`src/rtl/line_pixel_timer_pkg.sv`:
```
// -----------------------------------------------------------------------------
// line_timer_pkg
// Shared definitions for the horizontal line/pixel timer and its neighbour,
// the per-frame line counter.
//   - line_state_e    : horizontal scan FSM states (3-bit encoding)
//   - DEF_H_ACTIVE    : default active pixels per line
//   - DEF_H_BLANK     : default blank ticks per line
//   - LINES_PER_FRAME : lines per frame, shared with the line counter
// -----------------------------------------------------------------------------
package line_timer_pkg;

    typedef enum logic [2:0] {
        ST_IDLE   = 3'd0,
        ST_ACTIVE = 3'd1,
        ST_BLANK  = 3'd2,
        ST_SYNC   = 3'd3,
        ST_CHECK  = 3'd4,
        ST_DONE   = 3'd5
    } line_state_e;

    localparam int DEF_H_ACTIVE    = 32;
    localparam int DEF_H_BLANK     = 4;
    localparam int LINES_PER_FRAME = 24;

endpackage : line_timer_pkg

```
`src/rtl/mod_tick_counter.sv`:
```
// -----------------------------------------------------------------------------
// mod_tick_counter
// Mod-N up counter with synchronous clear, advance enable and a terminal-count
// flag. Clear has priority over advance.
// Ports:
//   clk     : system clock, rising edge
//   rst_n   : asynchronous reset, active low
//   i_clr   : synchronous clear to 0
//   i_adv   : advance by one (wraps N-1 -> 0)
//   o_cnt   : current count, registered
//   o_tc    : high while o_cnt == N-1 (decoded from the count register)
// -----------------------------------------------------------------------------
module mod_tick_counter #(
    parameter int N = 4,
    parameter int W = 3
) (
    input  logic         clk,
    input  logic         rst_n,
    input  logic         i_clr,
    input  logic         i_adv,
    output logic [W-1:0] o_cnt,
    output logic         o_tc
);

    localparam logic [W-1:0] LAST = W'(N - 1);

    logic [W-1:0] r_cnt;

    always_ff @(posedge clk or negedge rst_n) begin
        if (!rst_n) begin
            r_cnt <= '0;
        end else if (i_clr) begin
            r_cnt <= '0;
        end else if (i_adv) begin
            r_cnt <= (r_cnt == LAST) ? '0 : r_cnt + W'(1);
        end
    end

    assign o_cnt = r_cnt;
    assign o_tc  = (r_cnt == LAST);

endmodule : mod_tick_counter

```
`src/rtl/line_pixel_timer.sv`:
```
// -----------------------------------------------------------------------------
// line_pixel_timer
// Paces the horizontal scan: steps a column index across the active pixels of
// a line, then through a horizontal blank, emits a one-cycle new_line pulse to
// the line counter, and then looks at the counter's end_frame level to either
// start another line or park in DONE until enb is cycled.
//
// Handshake: there is no valid/ready flow here. pix_tick is a plain strobe
// (one step per cycle it is high, only in ACTIVE/BLANK); new_line is a
// one-cycle registered pulse the line counter must count on the same edge;
// end_frame is trusted only in CHECK, one cycle after that edge.
//
// Ports:
//   clk         : system clock, rising edge
//   rst_n       : asynchronous reset, active low
//   enb         : block enable; low forces IDLE from any state
//   pix_tick    : pixel/blank advance strobe
//   end_frame   : level from line counter, high when the frame's lines are done
//   new_line    : one-cycle pulse per completed line, registered
//   col         : current active column 0..H_ACTIVE-1, registered
//   pixel_valid : high while in ACTIVE
//   frame_done  : high while in DONE
//   dbg_state   : FSM state register, for observation
// -----------------------------------------------------------------------------
module line_pixel_timer
    import line_timer_pkg::*;
#(
    parameter int H_ACTIVE = DEF_H_ACTIVE,
    parameter int H_BLANK  = DEF_H_BLANK,
    parameter int COL_W    = 6
) (
    input  logic             clk,
    input  logic             rst_n,
    input  logic             enb,
    input  logic             pix_tick,
    input  logic             end_frame,
    output logic             new_line,
    output logic [COL_W-1:0] col,
    output logic             pixel_valid,
    output logic             frame_done,
    output logic [2:0]       dbg_state
);

    // Both counters share COL_W, so it must hold the larger terminal value.
    if (H_ACTIVE < 1 || H_BLANK < 1 ||
        (H_ACTIVE - 1) >= (1 << COL_W) || (H_BLANK - 1) >= (1 << COL_W)) begin : g_bad_params
        $error("line_pixel_timer: H_ACTIVE/H_BLANK must be >=1 and fit in COL_W bits");
    end

    line_state_e      r_state;
    logic             r_new_line;

    logic [COL_W-1:0] w_col_cnt;
    logic             w_col_tc;
    logic             w_col_clr;
    logic             w_col_adv;
    logic [COL_W-1:0] w_blk_cnt;
    logic             w_blk_tc;
    logic             w_blk_clr;
    logic             w_blk_adv;
    logic             w_in_active;
    logic             w_in_blank;

    assign w_in_active = (r_state == ST_ACTIVE);
    assign w_in_blank  = (r_state == ST_BLANK);

    // Each counter is held at 0 outside its own state and is cleared on its
    // terminal step, so every line and every blank starts from 0 and neither
    // ever wraps through the mod-N path.
    assign w_col_clr = !enb || !w_in_active || (pix_tick && w_col_tc);
    assign w_col_adv = enb && w_in_active && pix_tick;
    assign w_blk_clr = !enb || !w_in_blank  || (pix_tick && w_blk_tc);
    assign w_blk_adv = enb && w_in_blank  && pix_tick;

    mod_tick_counter #(
        .N (H_ACTIVE),
        .W (COL_W)
    ) u_col_cnt (
        .clk   (clk),
        .rst_n (rst_n),
        .i_clr (w_col_clr),
        .i_adv (w_col_adv),
        .o_cnt (w_col_cnt),
        .o_tc  (w_col_tc)
    );

    mod_tick_counter #(
        .N (H_BLANK),
        .W (COL_W)
    ) u_blk_cnt (
        .clk   (clk),
        .rst_n (rst_n),
        .i_clr (w_blk_clr),
        .i_adv (w_blk_adv),
        .o_cnt (w_blk_cnt),
        .o_tc  (w_blk_tc)
    );

    always_ff @(posedge clk or negedge rst_n) begin
        if (!rst_n) begin
            r_state    <= ST_IDLE;
            r_new_line <= 1'b0;
        end else if (!enb) begin
            // Disable wins over everything, including a SYNC about to be entered.
            r_state    <= ST_IDLE;
            r_new_line <= 1'b0;
        end else begin
            r_new_line <= 1'b0;
            case (r_state)
                ST_IDLE: begin
                    r_state <= ST_ACTIVE;
                end
                ST_ACTIVE: begin
                    if (pix_tick && w_col_tc) begin
                        r_state <= ST_BLANK;
                    end
                end
                ST_BLANK: begin
                    if (pix_tick && w_blk_tc) begin
                        r_state    <= ST_SYNC;
                        r_new_line <= 1'b1;
                    end
                end
                ST_SYNC: begin
                    // Line counter counts on this edge; end_frame settles for CHECK.
                    r_state <= ST_CHECK;
                end
                ST_CHECK: begin
                    r_state <= end_frame ? ST_DONE : ST_ACTIVE;
                end
                ST_DONE: begin
                    r_state <= ST_DONE;
                end
                default: begin
                    r_state <= ST_IDLE;
                end
            endcase
        end
    end

    assign new_line    = r_new_line;
    assign col         = w_col_cnt;
    assign pixel_valid = w_in_active;
    assign frame_done  = (r_state == ST_DONE);
    assign dbg_state   = r_state;

endmodule : line_pixel_timer

```
`config.mk`:
```
export PLATFORM = sky130hd
export DESIGN_NAME = line_pixel_timer
export DESIGN_NICKNAME = d
export VERILOG_FILES = /design/src/rtl/line_pixel_timer_pkg.sv /design/src/rtl/mod_tick_counter.sv /design/src/rtl/line_pixel_timer.sv
export SDC_FILE = /design/constraint.sdc
export NUM_CORES = 1
export LEC_CHECK = 0
export CAP_MARGIN = 30
export CORE_MARGIN = 2
export CORE_UTILIZATION = 60
export CTS_BUF_LIST = sky130_fd_sc_hd__clkbuf_8
export DETAILED_ROUTE_END_ITERATION = 6
export DONT_BUFFER_PORTS = 1
export GPL_TIMING_DRIVEN = 0
export HOLD_SLACK_MARGIN = 0.15
export PLACE_DENSITY = 0.81
export SYNTH_ARGS = -nofsm -noshare
export SYNTH_HDL_FRONTEND = slang
export SYNTH_SLANG_ARGS = --single-unit
```
`constraint.sdc`:
```
create_clock -name clk -period 2.44 [get_ports clk]
set_input_delay 0.488 -clock clk [delete_from_list [all_inputs] [get_ports clk]]
set_output_delay 0.488 -clock clk [all_outputs]
set_load 0.02 [all_outputs]
```
Word level (Yosys, flattened, before mapping)
Index checks and enable logic that the tools add are counted.

Register bits: 16. Output and inout bits: 12. Word-level logic and storage cells: 46.

$add $sub $neg: 2. Equality and inequality tests: 9. Multiplexer cells: 14. Reduce and logical (&&, ||, !) cells: 17.

Operator list (number): $mux W6 (6); $pmux W3 S6 (1); $add A6 B1 Y6 const B (2); $mux W3 (4); $eq A3 B2 Y1 const B (2); $eq A3 B3 Y1 const B (2); $eq A6 B2 Y1 const B (1); $eq A6 B5 Y1 const B (1); $logic_and A1 B1 Y1 (6); $ne A3 B2 Y1 const B (2); $logic_or A1 B1 Y1 (4); $reduce_bool A2 Y1 (2); $eq A3 B1 Y1 const B (1); $logic_not A1 Y1 (3); $logic_not A3 Y1 (1); $mux W1 (3); $reduce_and A2 Y1 (1).

Logic depth before layout (Yosys ltp)
Gate-level depths: netlist of the first run.

Depth after elaboration: 5. Mapped depth: 4.

Cells and area by module
From an unflattened synthesis of the first run, not the netlist that was laid out.

Cells, all modules: 93. Area total of the unflattened synthesis: 928.4 sq um.

Modules (own cells, without submodules): mod_tick_counter at u_blk_cnt (instances 1, cells an instance 34, area an instance 359.1 sq um, seq. area each 150.1 sq um); mod_tick_counter at u_col_cnt (instances 1, cells an instance 33, area an instance 321.6 sq um, seq. area each 150.1 sq um); line_pixel_timer (instances 1, cells an instance 26, area an instance 247.7 sq um, seq. area each 100.1 sq um).

Worst setup path after synthesis of the first run
OpenSTA, ideal clock, no wires.

Path kind: register to output. Start: register r_state[0], in the netlist dbg_state[0]. End: output port pixel_valid. Arrival time: 1.105 ns. Data required time: 1.952 ns. Setup slack: 0.847 ns. Stages on the path, launching flop included: 2. Path buffers: 0. Cell sequence: dfrtp_1 nor3b_1.

Cells in the longest elaborated chain, start to end: 1.

Ends and longest elaborated chain: from (decl) (line line_pixel_timer.sv:50) `line_state_e r_state;`; from (signal assigned) (line line_pixel_timer.sv:129) `r_state <= end_frame ? ST_DONE : ST_ACTIVE;`; $eq A3 B1 Y1 (line line_pixel_timer.sv:64) `assign w_in_active = (r_state == ST_ACTIVE);`; to (decl) (line line_pixel_timer.sv:39) `output logic pixel_valid,`.

Every way passes these cells.

Worst setup path after layout of the first run
Ends and elaborated chain as after synthesis.

==> flow_summary.yaml, run 1 <==
clocking:
  cts_tree: "done"
  cts_buffer_depth: 2
  cts_num_sinks: 16
  cts_root_buffer: "clkbuf_8"
  path_clk_slew_ns: 0.06
  numCtsBuffers: 3
  postCtsSetupRepairBufs: 0
  cts.htree.levels: 1
  insertion_delay_ns: 0.25
floorplanning:
  ios: 17
  num_rows: 13
  die-area_um2: 1690
  start_util_pct: 63.7
  die-width_um: 41.2
  die_y_um: 41.2
  coreArea_um2: 1300
timing:
  finalWorstSetupSlack_ns: 0.472
  timing.hold.ws_ns: 0.363
  drv_slew: 0
  tightest_slew_ns: 0.696
  final.min_clock_period_ns: 1.97
  maxSlewHeadroom_pct: 53.5
  setup_violations: 0
  fin_setup_tns_ns: 0
  fin_crit_sh_pct: 80.6
  clock-skew-final_ns: 0.000619
  fmax_mhz: 508
  finalHoldViolCount: 0
  rsz0062_at_grt: "false"
detailed_routing:
  drt_first_pass_iters: 4
  viasPerCell: 6.38
  drc: 0
  drt_iter0_drc: 14
  wl_per_cell_um: 16.6
  vias: 638
  wirelength_mm: 1.66
  ant_nets: 0
min_path:
  min_to: "dbg_state[0]$_DFFE_PN0P_"
  min_path_type: "in -> reg"
  holdPathStages: 1
  hp-start: "enb"
run:
  maxCapViolations: 0
worst_setup_path:
  crit_path_max_fanout: 9
  slowest_delay_ns: 0.64
  crit_family: "simple AND/OR/NAND/NOR gates"
  crit_chain: "nor3b_1"
  cp-start-kind: "register"
  r2r-end: "u_col_cnt.o_cnt[5]$_DFFE_PN0P_"
  worstPathArrival_ns: 1.48
  crit-reg2reg-launch: "u_col_cnt.o_cnt[0]$_DFFE_PN0P_"
  slowest_stage: "nor3b_1"
  rrSetupSlack_ns: 0.79
  endpoint_kind: "primary output"
  worstSetupPathType: "reg -> out"
  required_ns: 1.95
  rr_worst_depth: 4
  crit_buf_inv: 0
logic_synthesis:
  synth_most_common_cell: "dfrtp_1"
  synth_area_per_cell_um2: 10.2
  synthTopCellsByCount: "16 x dfrtp_1, 7 x a21oi_1, 7 x nand2_1"
  ys_types: 35
  ys_seq_area_share_pct: 48.3
  yosys-top-cells-area: "dfrtp_1 48%, a21oi_1 4.2%, nand2_1 3.2%"
  synth.largest_area_cell: "dfrtp_1"
  synth_edf_count: 0
  syn-num-nets: 88
  synth_flop_cell: "dfrtp_1"
  netlist_instances: 81
  yosysWarnings: 0
  netlist_area_um2: 828
  ys_seq_elements: 16
  ys_async_sr_fraction_pct: 100
  synth_top_area_share_pct: 48.3
global_routing:
  grtUsageTotal_pct: 23.4
  grt_pass1_wl_mm: 2.43
  grt_overflow: 0
  grt_pass1_vias: 569
  antenna_found_initial: 0
  grt_start_max_net_pins: 17
final_layout:
  antenna_cells: 0
  nFillCells: 92
  drive_gt1_share_pct: 10.6
  layout.cells.non_filler: 100
  area_delta_synth_final_pct: 8.46
  layout.nets: 94
placed_design:
  port-buffer-count: 0
  place.gp.congestion: 0.773
  pre_cts_ws_ns: 0.743
  dp.cells: 96
  dp_hpwl_mm: 1.12
power_and_ir_drop:
  vdd_drop_max_mv: 0.358
  p_sw_share_pct: 21.5
  power_frac_seq_pct: 55.9
  total_power_uw: 489
  p_per_area_nw_per_um2: 545
  pwr-share-comb_pct: 4.0
  p_clk_share_pct: 40.0
  p_leak_nw: 0.360
  internal_power_uw: 384
  p_sw_uw: 105
run_status:
  outcome: "finished clean"
[layer usage]
metal	vias up	wire [um]	global-route usage, %
met1	303	748	28.9
met2	22	748	34.8
met4	0	58	16.9
met3	8	108	6.52
li1	305	-	-
met5	-	0	0
[timing repair]
| item | in CTS | in global routing |
|---|---|---|
| hold buffers | 1 | 0 |
| hold endpoints to repair | 16 | 0 |
| gates resized for setup | 0 | 0 |
[cell families (layout without fill, tap and decap cells)]
family / Yosys count / in the layout / synth area share, %
AO/OA/AOI/OAI: 19 / 19 / 14.0
XOR/XNOR: 5 / 5 / 5.29
adder cells (fa/ha/maj): 2 / 2 / 3.02
buffers and inverters: 4 / 8 / 1.96
flip-flops: 16 / 16 / 48.3
AND/OR/NAND/NOR: 35 / 35 / 27.3
[power by group through the flow]
stage / sequential (mW) / combinational (mW) / clock (mW)
finish: 0.274 / 0.0197 / 0.196
global route: 0.274 / 0.0224 / 0.209
CTS: 0.273 / 0.0201 / 0.197
detailed placement: 0.278 / 0.0137 / 0
global placement: 0.278 / 0.0132 / 0
floorplan: 0.277 / 0.0118 / 0
[stage by stage]
stage / cell area [um2] / util [%]
after floorplan: 828 / -
after global placement: 847 / 65.1
after detailed placement: 847 / 65.1
after CTS: 898 / 69.0
after global routing: 898 / 69.0
final: 898 / 69.0
[cell type report]
cell class	count	area, um2	share of cell area (%)
multi-input cells	61	412	45.8
clock buffers	3	41.3	4.60
inverters	1	3.75	0.418
repair buffers	1	10.0	1.11
plain buffers	3	12.5	1.39
flip-flops and latches	16	400	44.6
well taps	15	18.8	2.09
[how the worst max path moves through the flow]
| stage | start | endpoint | slack [ns] | cells past startpoint |
|---|---|---|---|---|
| finish | dbg_state[0]$_DFFE_PN0P_ | pixel_valid | 0.47 | 1 |
| floorplan | dbg_state[0]$_DFFE_PN0P_ | pixel_valid | 0.85 | 1 |
| global route | dbg_state[0]$_DFFE_PN0P_ | pixel_valid | 0.37 | 1 |
| detailed placement | dbg_state[0]$_DFFE_PN0P_ | pixel_valid | 0.74 | 1 |
| CTS | dbg_state[0]$_DFFE_PN0P_ | pixel_valid | 0.46 | 1 |
| global placement | dbg_state[0]$_DFFE_PN0P_ | pixel_valid | 0.78 | 1 |
[cell usage in the layout (no fill, tap or decap), drive strengths merged]
cell type     n
dfrtp        16
inv           1
a21oi         7
nand2b        3
or4           1
and4b         1
nor3          2
or3b          1
nand4b        1
nor2          5
xnor2         2
o31ai         1
xor2          3
clkbuf        5
o211ai        2
nand4         3
o21ai         4
buf           1
and4          1
o22ai         1
nand4bb       2
and3b         2
or2           1
o21a          1
ha            2
a31oi         1
nor3b         1
nand2         7
a21o          1
and2          1
nor2b         1
a2111o        1
nor4          1
dlygate4sd3   1
or3           1
[flip-flops by register name, indices dropped and copies added, names as in the netlist]
register and flops:
new_line 1, u_col_cnt.o_cnt 6, dbg_state 3, u_blk_cnt.o_cnt 6
Power figures use the tool's default switching activity.
==> inputs of run 2 (changes only) <==
==> constraint.sdc (replaced) <==
create_clock -name clk -period 2 [get_ports clk]
set_input_delay 0.4 -clock clk [delete_from_list [all_inputs] [get_ports clk]]
set_output_delay 0.4 -clock clk [all_outputs]
set_load 0.02 [all_outputs]
==> results of run 2 <==
The final DEF is identical to that of run 1. Status: finished clean.
Among the figures that moved: setup slack after placement 0.743 ns -> 0.361 ns; setup slack after layout 0.472 ns -> 0.120 ns; hold slack 0.363 ns -> 0.275 ns; register-to-register setup slack 0.79 ns -> 0.35 ns; total power 0.489 mW -> 0.597 mW; worst IR drop on VDD 0.358 mV -> 0.436 mV
